**config.mk**
```make
export PLATFORM = sky130hd
export DESIGN_NAME = instr_encoder_flat
export DESIGN_NICKNAME = d
export VERILOG_FILES = /design/src/rtl/instr_encoder_if.sv /design/src/rtl/instr_encoder.sv /design/src/flat_wrapper.sv
export SDC_FILE = /design/constraint.sdc
export NUM_CORES = 1
export LEC_CHECK = 0
export BUFFER_PORTS_ARGS = -buffer_cell sky130_fd_sc_hd__buf_2
export CELL_PAD_IN_SITES_DETAIL_PLACEMENT = 1
export CELL_PAD_IN_SITES_GLOBAL_PLACEMENT = 2
export CORE_MARGIN = 1.5
export CORE_UTILIZATION = 39
export DETAILED_ROUTE_END_ITERATION = 10
export PLACE_DENSITY_LB_ADDON = 0.12
export SLEW_MARGIN = 20
export SYNTH_ARGS = -nofsm -noshare
export SYNTH_HDL_FRONTEND = slang
export SYNTH_SLANG_ARGS = --single-unit
```
**constraint.sdc**
```tcl
create_clock -name clk -period 5.9 [get_ports clk]
set_input_delay 0.885 -clock clk [delete_from_list [all_inputs] [get_ports clk]]
set_output_delay 0.885 -clock clk [all_outputs]
set_load 0.005 [all_outputs]
```
**src/rtl/instr_encoder_if.sv**
```systemverilog
// Request/response bundle for instr_encoder: encode requests in, address-tagged words out.
// master = request producer / word consumer, slave = the encoder itself.
// Both directions use valid/ready; err/err_id are sticky status from the encoder.
interface instr_encoder_if #(
  parameter int ADDR_W = 10
);
  logic              in_valid;
  logic              in_ready;
  logic [5:0]        in_id;
  logic [4:0]        in_rs;
  logic [4:0]        in_rt;
  logic [4:0]        in_rd;
  logic [4:0]        in_shamt;
  logic [31:0]       in_imm;
  logic              out_valid;
  logic              out_ready;
  logic [31:0]       out_instr;
  logic [ADDR_W-1:0] out_addr;
  logic              err;
  logic [5:0]        err_id;

  modport master (
    output in_valid, in_id, in_rs, in_rt, in_rd, in_shamt, in_imm, out_ready,
    input  in_ready, out_valid, out_instr, out_addr, err, err_id
  );

  modport slave (
    input  in_valid, in_id, in_rs, in_rt, in_rd, in_shamt, in_imm, out_ready,
    output in_ready, out_valid, out_instr, out_addr, err, err_id
  );
endinterface

```
**src/rtl/instr_encoder.sv**
```systemverilog
// instr_encoder: turns (id, rs, rt, rd, shamt, imm) requests into 32-bit MIPS words, queued in a
// DEPTH-entry FIFO and tagged with their instruction-memory word address (BASE_ADDR + pops).
// Latency 1 cycle to FIFO head; in_ready = !full. Optional macro ENC_RANGE_CHECK_EN drops out-of-range immediates.
module instr_encoder #(
  parameter int                DEPTH     = 4,
  parameter int                ADDR_W    = 10,
  parameter logic [ADDR_W-1:0] BASE_ADDR = '0
) (
  input logic            clk,
  input logic            rst,
  instr_encoder_if.slave bus
);
  localparam int PTR_W = $clog2(DEPTH);
  localparam int CNT_W = PTR_W + 1;

  // Field layout classes; each class fixes which operand fields land in the word.
  typedef enum logic [3:0] {
    C_RREG,    // rs, rt, rd, funct
    C_SHIFT,   // rt, rd, shamt, funct
    C_JR,      // rs, funct
    C_JALR,    // rs, rd, funct
    C_REGIMM,  // op=1, rs, rt=code, imm16
    C_BZ,      // op, rs, rt=0, imm16
    C_LUI,     // op, rs=0, rt, imm16
    C_ITYPE,   // op, rs, rt, imm16
    C_JUMP,    // op, target26
    C_BAD      // unknown id
  } cls_e;

  cls_e        cls;
  logic [5:0]  code;     // funct for R-type, opcode otherwise, rt value for REGIMM
  logic        id_ok;
  logic        imm_ok;
  logic [31:0] word;

  logic [31:0]       mem_q [DEPTH];
  logic [31:0]       mem_d [DEPTH];
  logic [PTR_W-1:0]  wr_q, wr_d;
  logic [PTR_W-1:0]  rd_q, rd_d;
  logic [CNT_W-1:0]  cnt_q, cnt_d;
  logic [ADDR_W-1:0] addr_q, addr_d;
  logic              err_q, err_d;
  logic [5:0]        err_id_q, err_id_d;

  logic full, empty, accept, push, pop, reject;

  // True when imm fits the field the given id places it in.
  function automatic logic imm_fits(input logic [5:0] id, input logic [31:0] imm);
    logic fits;
    fits = 1'b1;
    case (id)
      6'd20, 6'd21, 6'd22, 6'd23, 6'd24, 6'd30:
        fits = (imm[31:16] == 16'd0);
      6'd16, 6'd17, 6'd18, 6'd19, 6'd25, 6'd26, 6'd27, 6'd28, 6'd29, 6'd31, 6'd32, 6'd33:
        fits = (imm[31:15] == 17'd0) || (imm[31:15] == 17'h1ffff);
      6'd34, 6'd35:
        fits = (imm[31:26] == 6'd0);
      default:
        fits = 1'b1;
    endcase
    return fits;
  endfunction

  // Map the instruction id to its field layout class and opcode/funct code.
  always_comb begin
    cls  = C_BAD;
    code = 6'd0;
    case (bus.in_id)
      6'd0:  begin cls = C_RREG;   code = 6'h21; end  // addu
      6'd1:  begin cls = C_RREG;   code = 6'h23; end  // subu
      6'd2:  begin cls = C_RREG;   code = 6'h24; end  // and
      6'd3:  begin cls = C_RREG;   code = 6'h25; end  // or
      6'd4:  begin cls = C_RREG;   code = 6'h26; end  // xor
      6'd5:  begin cls = C_RREG;   code = 6'h27; end  // nor
      6'd6:  begin cls = C_RREG;   code = 6'h2a; end  // slt
      6'd7:  begin cls = C_RREG;   code = 6'h2b; end  // sltu
      6'd8:  begin cls = C_SHIFT;  code = 6'h00; end  // sll
      6'd9:  begin cls = C_SHIFT;  code = 6'h02; end  // srl
      6'd10: begin cls = C_SHIFT;  code = 6'h03; end  // sra
      6'd11: begin cls = C_RREG;   code = 6'h04; end  // sllv
      6'd12: begin cls = C_RREG;   code = 6'h06; end  // srlv
      6'd13: begin cls = C_RREG;   code = 6'h07; end  // srav
      6'd14: begin cls = C_JR;     code = 6'h08; end  // jr
      6'd15: begin cls = C_JALR;   code = 6'h09; end  // jalr
      6'd16: begin cls = C_REGIMM; code = 6'h01; end  // bgez (rt=1)
      6'd17: begin cls = C_REGIMM; code = 6'h00; end  // bltz (rt=0)
      6'd18: begin cls = C_ITYPE;  code = 6'h09; end  // addiu
      6'd19: begin cls = C_ITYPE;  code = 6'h0a; end  // slti
      6'd20: begin cls = C_ITYPE;  code = 6'h0b; end  // sltiu
      6'd21: begin cls = C_ITYPE;  code = 6'h0c; end  // andi
      6'd22: begin cls = C_ITYPE;  code = 6'h0d; end  // ori
      6'd23: begin cls = C_ITYPE;  code = 6'h0e; end  // xori
      6'd24: begin cls = C_LUI;    code = 6'h0f; end  // lui
      6'd25: begin cls = C_ITYPE;  code = 6'h04; end  // beq
      6'd26: begin cls = C_ITYPE;  code = 6'h05; end  // bne
      6'd27: begin cls = C_BZ;     code = 6'h06; end  // blez
      6'd28: begin cls = C_BZ;     code = 6'h07; end  // bgtz
      6'd29: begin cls = C_ITYPE;  code = 6'h20; end  // lb
      6'd30: begin cls = C_ITYPE;  code = 6'h24; end  // lbu
      6'd31: begin cls = C_ITYPE;  code = 6'h28; end  // sb
      6'd32: begin cls = C_ITYPE;  code = 6'h23; end  // lw
      6'd33: begin cls = C_ITYPE;  code = 6'h2b; end  // sw
      6'd34: begin cls = C_JUMP;   code = 6'h02; end  // j
      6'd35: begin cls = C_JUMP;   code = 6'h03; end  // jal
      default: begin cls = C_BAD;  code = 6'h00; end
    endcase
  end

  // Assemble the word; fields a class does not use stay zero.
  always_comb begin
    word = 32'd0;
    case (cls)
      C_RREG:   word = {6'd0, bus.in_rs, bus.in_rt, bus.in_rd, 5'd0, code};
      C_SHIFT:  word = {6'd0, 5'd0, bus.in_rt, bus.in_rd, bus.in_shamt, code};
      C_JR:     word = {6'd0, bus.in_rs, 15'd0, code};
      C_JALR:   word = {6'd0, bus.in_rs, 5'd0, bus.in_rd, 5'd0, code};
      C_REGIMM: word = {6'd1, bus.in_rs, code[4:0], bus.in_imm[15:0]};
      C_BZ:     word = {code, bus.in_rs, 5'd0, bus.in_imm[15:0]};
      C_LUI:    word = {code, 5'd0, bus.in_rt, bus.in_imm[15:0]};
      C_ITYPE:  word = {code, bus.in_rs, bus.in_rt, bus.in_imm[15:0]};
      C_JUMP:   word = {code, bus.in_imm[25:0]};
      default:  word = 32'd0;
    endcase
  end

  assign id_ok = (cls != C_BAD);

`ifdef ENC_RANGE_CHECK_EN
  // Out-of-range immediates are treated like unknown ids: accepted, dropped, flagged.
  assign imm_ok = imm_fits(bus.in_id, bus.in_imm);
`else
  // Immediates are silently truncated to their field; upper bits only matter with range checking.
  logic imm_hi_unused;
  assign imm_ok        = 1'b1;
  assign imm_hi_unused = ^bus.in_imm[31:26];
`endif

  assign full   = (cnt_q == CNT_W'(DEPTH));
  assign empty  = (cnt_q == '0);
  assign accept = bus.in_valid & ~full;
  assign push   = accept & id_ok & imm_ok;
  assign reject = accept & ~(id_ok & imm_ok);
  assign pop    = ~empty & bus.out_ready;

  // Next-state for FIFO storage, pointers, address tag and sticky error capture.
  always_comb begin
    mem_d = mem_q;
    if (push) begin
      mem_d[wr_q] = word;
    end
    wr_d     = wr_q + PTR_W'(push);
    rd_d     = rd_q + PTR_W'(pop);
    cnt_d    = cnt_q + CNT_W'(push) - CNT_W'(pop);
    addr_d   = addr_q + ADDR_W'(pop);
    err_d    = err_q | reject;
    err_id_d = (reject && !err_q) ? bus.in_id : err_id_q;
  end

  // Control state registers; reset empties the FIFO and restarts addressing.
  always_ff @(posedge clk) begin
    if (rst) begin
      wr_q     <= '0;
      rd_q     <= '0;
      cnt_q    <= '0;
      addr_q   <= BASE_ADDR;
      err_q    <= 1'b0;
      err_id_q <= 6'd0;
    end else begin
      wr_q     <= wr_d;
      rd_q     <= rd_d;
      cnt_q    <= cnt_d;
      addr_q   <= addr_d;
      err_q    <= err_d;
      err_id_q <= err_id_d;
    end
  end

  // Word storage; stale entries are never visible because out_instr is gated by empty.
  always_ff @(posedge clk) begin
    for (int i = 0; i < DEPTH; i++) begin
      mem_q[i] <= mem_d[i];
    end
  end

  assign bus.in_ready  = ~full;
  assign bus.out_valid = ~empty;
  assign bus.out_instr = empty ? 32'd0 : mem_q[rd_q];
  assign bus.out_addr  = addr_q;
  assign bus.err       = err_q;
  assign bus.err_id    = err_id_q;
endmodule

```
**src/flat_wrapper.sv**
```systemverilog
// flat-port wrapper written by rule: the top's interface ports become plain ports
module instr_encoder_flat 
#(
  parameter int                DEPTH     = 4,
  parameter int                ADDR_W    = 10,
  parameter logic [ADDR_W-1:0] BASE_ADDR = '0
)
  (clk, rst, bus_in_valid, bus_in_id, bus_in_rs, bus_in_rt, bus_in_rd, bus_in_shamt, bus_in_imm, bus_out_ready, bus_in_ready, bus_out_valid, bus_out_instr, bus_out_addr, bus_err, bus_err_id);
  instr_encoder_if #(.ADDR_W(ADDR_W)) bus_i ();
  input logic clk;
  input logic rst;
  input wire logic [$bits(bus_i.in_valid)-1:0] bus_in_valid;
  input wire logic [$bits(bus_i.in_id)-1:0] bus_in_id;
  input wire logic [$bits(bus_i.in_rs)-1:0] bus_in_rs;
  input wire logic [$bits(bus_i.in_rt)-1:0] bus_in_rt;
  input wire logic [$bits(bus_i.in_rd)-1:0] bus_in_rd;
  input wire logic [$bits(bus_i.in_shamt)-1:0] bus_in_shamt;
  input wire logic [$bits(bus_i.in_imm)-1:0] bus_in_imm;
  input wire logic [$bits(bus_i.out_ready)-1:0] bus_out_ready;
  output wire logic [$bits(bus_i.in_ready)-1:0] bus_in_ready;
  output wire logic [$bits(bus_i.out_valid)-1:0] bus_out_valid;
  output wire logic [$bits(bus_i.out_instr)-1:0] bus_out_instr;
  output wire logic [$bits(bus_i.out_addr)-1:0] bus_out_addr;
  output wire logic [$bits(bus_i.err)-1:0] bus_err;
  output wire logic [$bits(bus_i.err_id)-1:0] bus_err_id;
  assign bus_i.in_valid = bus_in_valid;
  assign bus_i.in_id = bus_in_id;
  assign bus_i.in_rs = bus_in_rs;
  assign bus_i.in_rt = bus_in_rt;
  assign bus_i.in_rd = bus_in_rd;
  assign bus_i.in_shamt = bus_in_shamt;
  assign bus_i.in_imm = bus_in_imm;
  assign bus_i.out_ready = bus_out_ready;
  assign bus_in_ready = bus_i.in_ready;
  assign bus_out_valid = bus_i.out_valid;
  assign bus_out_instr = bus_i.out_instr;
  assign bus_out_addr = bus_i.out_addr;
  assign bus_err = bus_i.err;
  assign bus_err_id = bus_i.err_id;
  instr_encoder #(.DEPTH(DEPTH), .ADDR_W(ADDR_W), .BASE_ADDR(BASE_ADDR)) u_core (.clk(clk), .rst(rst), .bus(bus_i));
endmodule
```
==> results of run 1 <==
[state kept, by name (all words and copies together), names as in the netlist]
register / flops
u_core.mem_q: 124
u_core.bus.out_addr: 10
u_core.bus.err_id: 6
u_core.cnt_q: 3
u_core.rd_q: 2
u_core.wr_q: 2
u_core.bus.err: 1
[power breakdown]
| part | internal [W] | switching (W) | leakage (nW) |
|---|---|---|---|
| sequential | 0.00121 | 0.0000433 | 1.34 |
| clock | 0.000620 | 0.000416 | 0.274 |
| combinational | 0.000367 | 0.000374 | 1.41 |
[critical path, stage by stage]
cell and delay [ps]:
buf_2 200, inv_1 220, ha_1 360, o21ai_0 130, a21boi_0 500, nand2_1 190, nor2_4 580, buf_8 250
[final cells by class]
class,count,area [um2]
Timing Repair Buffer,110,583
Clock buffer,19,433
Inverter,12,45.0
Fill cell,1732,8660
Clock inverter,13,133
Multi-Input combinational cell,271,2370
Sequential cell,148,4210
Tap cell,220,275
[metal layers]
metal / share of wire [%] / vias to the layer above
met5: 0 / -
met1: 44 / 2144
met3: 3.9 / 19
met4: 1.5 / 0
met2: 50 / 92
li1: - / 1949
[placed cells by master (no fill, tap or decap), types with 15 or more instances in the layout]
master     count
nor2b_1       42
ha_1          17
dfxtp_1       22
clkbuf_16     17
edfxtp_1     124
o21ai_0       15
nor2_1        41
a22o_1        18
buf_2        105
mux4_2        31
[per-stage QoR]
step	utilization [%]	cell area, um2	cells
floorplan	-	6710	454
global placement	44.6	7440	759
detailed placement	44.6	7440	759
CTS	47.9	8010	791
finish	48.2	8040	793
global route	48.2	8040	793
[path summary, 6_finish.rpt]
| check | start | depth (start not counted) | endpoint | slack, ps |
|---|---|---|---|---|
| max | bus_in_id[2] | 8 | u_core.mem_q[53] | 2680 |
| min | u_core.bus.err_id[5] | 2 | u_core.bus.err_id[5] | 450 |
| max reg2reg | u_core.cnt_q[1] | 11 | u_core.cnt_q[2] | 3260 |
| min reg2reg | u_core.bus.err_id[5] | 2 | u_core.bus.err_id[5] | 450 |
[kinds of logic (layout without fill, tap and decap cells)]
group           count (synthesis)  count (layout)  synth area share [%]
buf+inv                        35             154                  2.39
simple gates                  133             133                  10.6
other cells                     1               1                0.0559
fa+ha+maj                      18              18                  3.47
flops                         148             148                  62.7
mux                            39              39                  11.6
compound gates                 68              68                  7.61
xor+xnor                       12              12                  1.57
==> results.py, run 1 <==
metrics = {
    "run": {
        "cap_violations": 0,
    },
    "worst_setup_path": {
        "worstSetupPathType": "in2reg",
        "crit_required_ps": 6020,
        "worst_ep_arrival_time_ps": 3340,
        "worstSetupEndpointType": "register",
        "startpoint_type": "input pin",
        "cp_max_fo": 19,
    },
    "clock_network": {
        "numCtsBuffers": 17,
        "clk_pin_slew_worst_paths_ps": 60,
        "clkSinkCount": 148,
        "cts-root-buf": "clkbuf_16",
        "clock_latency_ps": 420,
        "cts_max_path_buffers": 2,
        "postCtsSetupBuffers": 0,
        "cts_tree": "built",
        "cts.htree.levels": 4,
        "post_cts_resize_count": 0,
        "hold_buffers": 0,
    },
    "drt": {
        "vias_per_cell": 5.30,
        "wirelength_um": 15700,
        "wire_per_inst_um": 19.8,
        "drtIter0Drc": 220,
        "drt_pass1_iterations": 4,
        "drc_errors": 0,
        "ant_nets": 0,
        "num_vias": 4204,
    },
    "synthesis": {
        "syn_inst": 454,
        "syn_nets": 534,
        "synth.yosys.seq_area_share_pct": 62.7,
        "yosys_warnings": 0,
        "synth_seq_cells": 148,
        "yosys.area.top_type_share_pct": 55.5,
        "synth_edf_count": 124,
        "avgSynthCellArea_um2": 14.8,
        "synthArstFlopShare_pct": 0,
        "yosys_most_used_dff": "edfxtp_1",
        "yosysMostFrequentCell": "edfxtp_1",
        "synth_area_leader_cell": "edfxtp_1",
        "synth.distinct_cells": 54,
        "synthTopCellsByCount": "edfxtp_1, nor2_1, nor2b_1",
        "synth_area_leaders": "edfxtp_1, mux4_2, dfxtp_1, nor2b_1, ha_1",
        "netlist_area_um2": 6710,
    },
    "pwr": {
        "power-per-cell-area_nw_per_um2": 377,
        "p_leak_nw": 3.02,
        "ir_drop_uv": 270,
        "p_total_w": 0.00303,
    },
    "final_layout": {
        "synthToLayoutAreaGrowth_pct": 19.9,
        "drive_gt1_share_pct": 31.9,
        "layout.nets": 640,
        "n_antenna_cell": 0,
    },
    "grt": {
        "gr-usage-met3_pct": 4.04,
        "grt-ovfl-total": 0,
        "grt_antenna_before_repair": 0,
        "grt_util_all_layers_pct": 18.5,
        "use_met2_pct": 31.4,
        "grt_pass1_wl_um": 24700,
        "grt_max_degree": 34,
        "grt_pass1_vias": 4450,
        "grt_busiest_layer": "met2",
        "grtUsageMet1_pct": 23.7,
    },
    "run_status": {
        "status": "complete, no violations",
    },
    "placed_design": {
        "place_congestion": 0.791,
        "pre_cts_slack_ps": 1990,
        "dpl.hpwl_um": 10100,
        "io_buffers": 105,
    },
    "sta": {
        "tightestPinTransition_ps": 987,
        "hold_violations": 0,
        "slew_headroom_pct": 34.2,
        "setup-tns-final_ps": 0,
        "grt_setup_unrepaired": "false",
        "finalMaxSlewViolations": 0,
        "finalCritPeriodShare_pct": 54.6,
        "worst_hold_slack_ps": 453,
        "final.setup.worst_slack_ps": 2680,
        "finalCriticalPeriod_ps": 3220,
        "timing.fmax_ghz": 0.311,
        "setup_viol": 0,
        "final.setup_skew_ps": 8.34,
    },
    "floorplanning": {
        "ios": 113,
        "die_h_um": 134,
        "die_x_um": 134,
        "initial_core_util_pct": 40.1,
        "rows": 47,
        "dieArea_um2": 18000,
        "coreArea_um2": 16700,
    },
    "min_path": {
        "min_path_type": "reg2reg",
    },
}
Power figures use the tool's default switching activity.
==> inputs of run 2 (changes only) <==
--- a/config.mk
+++ b/config.mk
@@ -5,11 +5,12 @@
 export SDC_FILE = /design/constraint.sdc
 export NUM_CORES = 1
 export LEC_CHECK = 0
+export ABC_AREA = 1
 export BUFFER_PORTS_ARGS = -buffer_cell sky130_fd_sc_hd__buf_2
 export CELL_PAD_IN_SITES_DETAIL_PLACEMENT = 1
 export CELL_PAD_IN_SITES_GLOBAL_PLACEMENT = 2
 export CORE_MARGIN = 1.5
-export CORE_UTILIZATION = 39
+export CORE_UTILIZATION = 31
 export DETAILED_ROUTE_END_ITERATION = 10
 export PLACE_DENSITY_LB_ADDON = 0.12
 export SLEW_MARGIN = 20
==> constraint.sdc (replaced) <==
create_clock -name clk -period 2.9 [get_ports clk]
set_input_delay 0.435 -clock clk [delete_from_list [all_inputs] [get_ports clk]]
set_output_delay 0.435 -clock clk [all_outputs]
set_load 0.005 [all_outputs]
==> results.py, run 2 <==
metrics = {
    "run_status": {
        "status": "finished with violations",
        "violations": "design-rule violations",
    },
    "synthesis": {
        "synth_seq_cells": 148,
        "synth_area_leader_cell": "edfxtp_1",
        "synth.yosys.seq_area_share_pct": 60.2,
        "avgSynthCellArea_um2": 9.37,
        "synthTopCellsByCount": "nor2_1, edfxtp_1, nand2_1",
        "synth_edf_count": 124,
        "netlist_area_um2": 6990,
        "synthArstFlopShare_pct": 0,
        "yosys.area.top_type_share_pct": 53.3,
        "synth.distinct_cells": 35,
        "syn_inst": 746,
        "synth_area_leaders": "edfxtp_1, nor2_1, dfxtp_1, nand2_1, o21ai_0",
        "syn_nets": 826,
        "yosysMostFrequentCell": "nor2_1",
        "yosys_warnings": 0,
        "yosys_most_used_dff": "edfxtp_1",
    },
    "drt": {
        "wirelength_um": 20500,
        "vias_per_cell": 4.88,
        "drc_errors": 10,
        "ant_nets": 0,
        "wire_per_inst_um": 17.7,
        "num_vias": 5631,
        "drtIter0Drc": 187,
        "drt_pass1_iterations": 7,
    },
    "worst_setup_path": {
        "reg2reg_to": "u_core.bus.out_addr[8]",
        "rr_worst_depth": 10,
        "crit_chain": "buf_4, nor2_1, nor2_1, o21ai_0, a21oi_1, buf_2",
        "cp_max_fo": 63,
        "cpMostUsedCell": "nor2_1",
        "critPathMaxStageDelay_ps": 580,
        "worstSetupEndpointType": "primary output",
        "slowest_stage": "buf_4",
        "crit_required_ps": 2470,
        "startpoint_type": "register",
        "r2r_slack_ps": 850,
        "worstSetupPathType": "reg2out",
        "worst_ep_arrival_time_ps": 2130,
        "r2r-start": "u_core.cnt_q[1]",
    },
    "floorplanning": {
        "dieArea_um2": 23500,
        "ios": 113,
        "rows": 54,
        "initial_core_util_pct": 31.8,
        "coreArea_um2": 22000,
        "die_h_um": 153,
        "die_x_um": 153,
    },
    "sta": {
        "final.setup_skew_ps": 12.1,
        "tightestPinTransition_ps": 738,
        "worst_hold_slack_ps": 354,
        "finalMaxSlewViolations": 0,
        "timing.fmax_ghz": 0.390,
        "finalCritPeriodShare_pct": 88.5,
        "setup_viol": 0,
        "slew_headroom_pct": 50.8,
        "grt_setup_unrepaired": "false",
        "hold_violations": 0,
        "finalCriticalPeriod_ps": 2570,
    },
    "pwr": {
        "ir_drop_uv": 385,
        "power-per-cell-area_nw_per_um2": 811,
        "p_leak_nw": 3.57,
    },
    "clock_network": {
        "cts.htree.levels": 4,
        "cts-root-buf": "clkbuf_16",
        "hold_buffers": 0,
        "clkSinkCount": 148,
        "post_cts_resize_count": 0,
        "clock_latency_ps": 420,
        "postCtsSetupBuffers": 0,
        "cts_tree": "built",
        "cts_max_path_buffers": 2,
        "numCtsBuffers": 17,
        "clk_pin_slew_worst_paths_ps": 60,
    },
    "final_layout": {
        "drive_gt1_share_pct": 20.5,
        "synthToLayoutAreaGrowth_pct": 22.7,
        "largest_register_ffs": 124,
        "final_cell_mix": "nor2_1, edfxtp_1, nand2_1",
        "n_antenna_cell": 0,
        "largest_register": "u_core.mem_q",
        "layout.nets": 942,
        "layout_commonest_cell": "nor2_1",
        "instances_no_fill": 1155,
        "final_area_um2": 8570,
    },
    "placed_design": {
        "place_congestion": 0.783,
        "dpl.hpwl_um": 13700,
        "post-place-cells": 1123,
        "io_buffers": 105,
        "placed_area_um2": 8000,
    },
    "grt": {
        "grt_antenna_before_repair": 0,
        "grt_util_all_layers_pct": 18.1,
        "grt_max_degree": 64,
        "grt_pass1_vias": 5960,
        "grt-ovfl-total": 0,
        "grt_pass1_wl_um": 32600,
    },
    "min_path": {
        "min_from": "bus_in_imm[4]",
        "min_path_type": "in2reg",
        "min_to": "u_core.mem_q[36]",
        "min_path_cells": 3,
    },
    "run": {
        "cap_violations": 0,
    },
}
## run 2: cell types whose count changed after synthesis, sizes merged, moves of 8 or more
cell | before | now
a21oi | 8 | 46
nor2 | 43 | 186
o21ai | 17 | 77
nand2 | 12 | 121
a22o | 18 | 1
nor2b | 42 | 0
inv | 12 | 52
mux4 | 31 | 0
nand3 | 7 | 37
mux2i | 8 | 0
clkbuf | 9 | 24
## run 2: power breakdown
| part | total [W] | switching (W) | leakage [nW] | internal, W |
|---|---|---|---|---|
| Clock | 0.00212 | 0.000851 | 0.262 | 0.00127 |
| Combinational | 0.00220 | 0.00144 | 1.96 | 0.000757 |
| Sequential | 0.00264 | 0.0000905 | 1.34 | 0.00255 |
| Total | 0.00695 | 0.00238 | 3.57 | 0.00457 |
## run 2: worst max-delay path, delay by kind of cell (launching register included)
kind            cells  cell delay (ps)
compound gates      2              390
simple gates        2              230
flops               1              320
buf+inv             2              760
## run 2: worst max path at each step
stage	depth (start not counted)	startpoint	end	slack, ps
2_1_floorplan	12	bus_in_id[2]	u_core.mem_q[0]	-320
3_3_place_gp	16	bus_in_id[1]	u_core.cnt_q[2]	170
5_1_grt	6	u_core.rd_q[1]	bus_out_instr[28]	130
6_report	6	u_core.rd_q[0]	bus_out_instr[28]	330
4_1_cts	6	u_core.rd_q[1]	bus_out_instr[28]	280
3_5_place_dp	16	bus_in_id[1]	u_core.cnt_q[2]	60
## run 2: per-layer routing
| metal | track usage [%] | part of all wire, % | vias to the layer above |
|---|---|---|---|
| li1 | - | - | 2747 |
| met1 | 23.1 | 47 | 2786 |
| met2 | 31.5 | 50 | 87 |
| met3 | 3.06 | 2.2 | 11 |
| met4 | 4.90 | 0.79 | 0 |
| met5 | 0 | 0 | - |
## run 2: area by class of cell
type	instances	area, um2
Multi-Input combinational cell	514	2500
Inverter	52	195
Sequential cell	148	4210
Timing Repair Buffer	129	756
Tap cell	280	350
Fill cell	2546	13400
Clock buffer	21	440
Clock inverter	11	129
## run 2: cell families after synthesis
kind of cell,synth area share (%)
simple gates,21.3
flops,60.2
compound gates,9.83
buf+inv,4.82
fa+ha+maj,3.33
xor+xnor,0.501
other cells,0.0537
## run 2: per-stage QoR
stage	TNS (ps)	utilization [%]	total power, W	setup WS, ps
5_1_grt	0	39.0	0.00740	132
3_3_place_gp	0	36.5	0.00485	166
4_1_cts	0	39.0	0.00707	276
2_1_floorplan	-40300	-	0.00388	-325
3_5_place_dp	0	36.5	0.00494	57.6
6_report	0	39.0	0.00695	334
==> inputs of run 3 (changes only) <==
--- a/config.mk
+++ b/config.mk
@@ -5,12 +5,11 @@
 export SDC_FILE = /design/constraint.sdc
 export NUM_CORES = 1
 export LEC_CHECK = 0
-export ABC_AREA = 1
 export BUFFER_PORTS_ARGS = -buffer_cell sky130_fd_sc_hd__buf_2
 export CELL_PAD_IN_SITES_DETAIL_PLACEMENT = 1
 export CELL_PAD_IN_SITES_GLOBAL_PLACEMENT = 2
-export CORE_MARGIN = 1.5
-export CORE_UTILIZATION = 31
+export CORE_MARGIN = 4
+export CORE_UTILIZATION = 36
 export DETAILED_ROUTE_END_ITERATION = 10
 export PLACE_DENSITY_LB_ADDON = 0.12
 export SLEW_MARGIN = 20
==> results.py, run 3 (synthesis results as in run 1) <==
metrics = {
    "run_status": {
        "status": "complete, no violations",
    },
    "sta": {
        "final.setup_skew_ps": 6.57,
        "setup_viol": 0,
        "finalCritPeriodShare_pct": 82.3,
        "slew_headroom_pct": 35.7,
        "setup-tns-final_ps": 0,
        "tightestPinTransition_ps": 961,
        "hold_violations": 0,
        "grt_setup_unrepaired": "false",
        "worst_hold_slack_ps": 376,
        "timing.fmax_ghz": 0.419,
        "finalMaxSlewViolations": 0,
        "finalCriticalPeriod_ps": 2390,
    },
    "worst_setup_path": {
        "worstSetupPathType": "reg2out",
        "startpoint_type": "register",
        "critPathBufInv": 2,
        "cp_top_family": "buffers and inverters",
        "cp_max_fo": 28,
        "slowest_stage": "buf_4",
        "crit_required_ps": 2470,
        "crit_chain": "buf_4, mux4_2, nor2b_1, buf_2",
        "r2r_slack_ps": 720,
        "r2r-start": "u_core.cnt_q[1]",
        "critPathMaxStageDelay_ps": 430,
        "rr_worst_depth": 9,
        "reg2reg_to": "u_core.cnt_q[2]",
        "worstSetupEndpointType": "primary output",
        "worst_ep_arrival_time_ps": 1950,
    },
    "final_layout": {
        "drive_gt1_share_pct": 34.4,
        "largest_register": "u_core.mem_q",
        "largest_register_ffs": 124,
        "final_cell_mix": "edfxtp_1, buf_2, nor2b_1",
        "layout_commonest_cell": "edfxtp_1",
        "layout.nets": 654,
        "instances_no_fill": 817,
        "synthToLayoutAreaGrowth_pct": 22.2,
        "final_area_um2": 8190,
    },
    "clock_network": {
        "postCtsSetupBuffers": 0,
        "clock_latency_ps": 410,
        "post_cts_resize_count": 0,
        "clk_pin_slew_worst_paths_ps": 60,
        "hold_buffers": 0,
        "numCtsBuffers": 17,
        "cts.htree.levels": 4,
        "clkSinkCount": 148,
        "cts_tree": "built",
        "cts_max_path_buffers": 2,
        "cts-root-buf": "clkbuf_16",
    },
    "floorplanning": {
        "die_h_um": 144,
        "initial_core_util_pct": 36.9,
        "die_x_um": 144,
        "dieArea_um2": 20900,
        "ios": 113,
        "coreArea_um2": 18100,
        "rows": 49,
    },
    "pwr": {
        "ir_drop_uv": 370,
        "power-per-cell-area_nw_per_um2": 746,
        "p_leak_nw": 3.08,
    },
    "min_path": {
        "min_path_type": "in2reg",
        "min_path_cells": 2,
        "min_to": "u_core.mem_q[100]",
        "min_from": "bus_in_imm[4]",
    },
    "grt": {
        "grt_max_degree": 33,
        "grt_pass1_vias": 4558,
        "grt_pass1_wl_um": 25700,
        "grt_util_all_layers_pct": 16.4,
        "grt-ovfl-total": 0,
        "grt_antenna_before_repair": 1,
    },
    "drt": {
        "wirelength_um": 16200,
        "num_vias": 4209,
        "drtIter0Drc": 176,
        "vias_per_cell": 5.15,
        "ant_nets": 0,
        "wire_per_inst_um": 19.8,
        "drc_errors": 0,
        "drt_pass1_iterations": 4,
    },
    "placed_design": {
        "io_buffers": 105,
        "dpl.hpwl_um": 11200,
        "placed_area_um2": 7640,
        "place_congestion": 0.816,
        "post-place-cells": 784,
    },
    "run": {
        "cap_violations": 0,
    },
}
run 3: cell count changes in the layout (fill, tap and decap cells not counted), sizes merged, moves of 5 or more:
cell and delta:
xor2 +6, nor2 -143, mux4 +31, a21oi -38, a22o +17, inv -37
nand3 -30, mux2i +8, buf -5, o21ai -60, nor2b +42, nand2 -109
run 3: stage by stage:
| stage | power [W] | worst slack [ps] | util, % |
|---|---|---|---|
| 2_1_floorplan | 0.00356 | -382 | - |
| 3_5_place_dp | 0.00421 | 217 | 42.1 |
| 3_3_place_gp | 0.00417 | 331 | 42.1 |
| 4_1_cts | 0.00624 | 471 | 45.1 |
| 5_1_grt | 0.00647 | 418 | 45.2 |
| 6_report | 0.00611 | 515 | 45.2 |
run 3: where the power goes:
part | internal, W | leakage [nW] | switching, W
registers | 0.00247 | 1.34 | 0.0000646
logic | 0.000786 | 1.49 | 0.000795
clock network | 0.00111 | 0.248 | 0.000891
run 3: worst max-delay path by stage:
stage	from	to	slack (ps)	cells after the start
after floorplan	bus_in_id[2]	u_core.mem_q[100]	-380	7
after global placement	bus_in_id[0]	u_core.mem_q[119]	330	8
after detailed placement	bus_in_id[2]	u_core.cnt_q[2]	220	11
after CTS	u_core.rd_q[1]	bus_out_instr[1]	470	4
after global routing	u_core.rd_q[1]	bus_out_instr[0]	420	4
final	u_core.rd_q[1]	bus_out_instr[31]	510	4
run 3: layout make-up:
type                       instances  area (um2)
fill                            1864        9950
clock inverter                    15         124
tap                              229         287
sequential                       148        4210
antenna                            1        2.50
multi-input combinational        271        2370
inverter                          12        45.0
timing repair buffer             124         731
clock buffer                      17         425
run 3: routing by layer:
| layer | GRT usage, % | up-vias | wire, um |
|---|---|---|---|
| met5 | 0 | - | 0 |
| met4 | 3.78 | 0 | 110 |
| met3 | 3.60 | 6 | 597 |
| met2 | 27.7 | 75 | 8180 |
| met1 | 21.7 | 2147 | 7290 |
| li1 | - | 1981 | - |
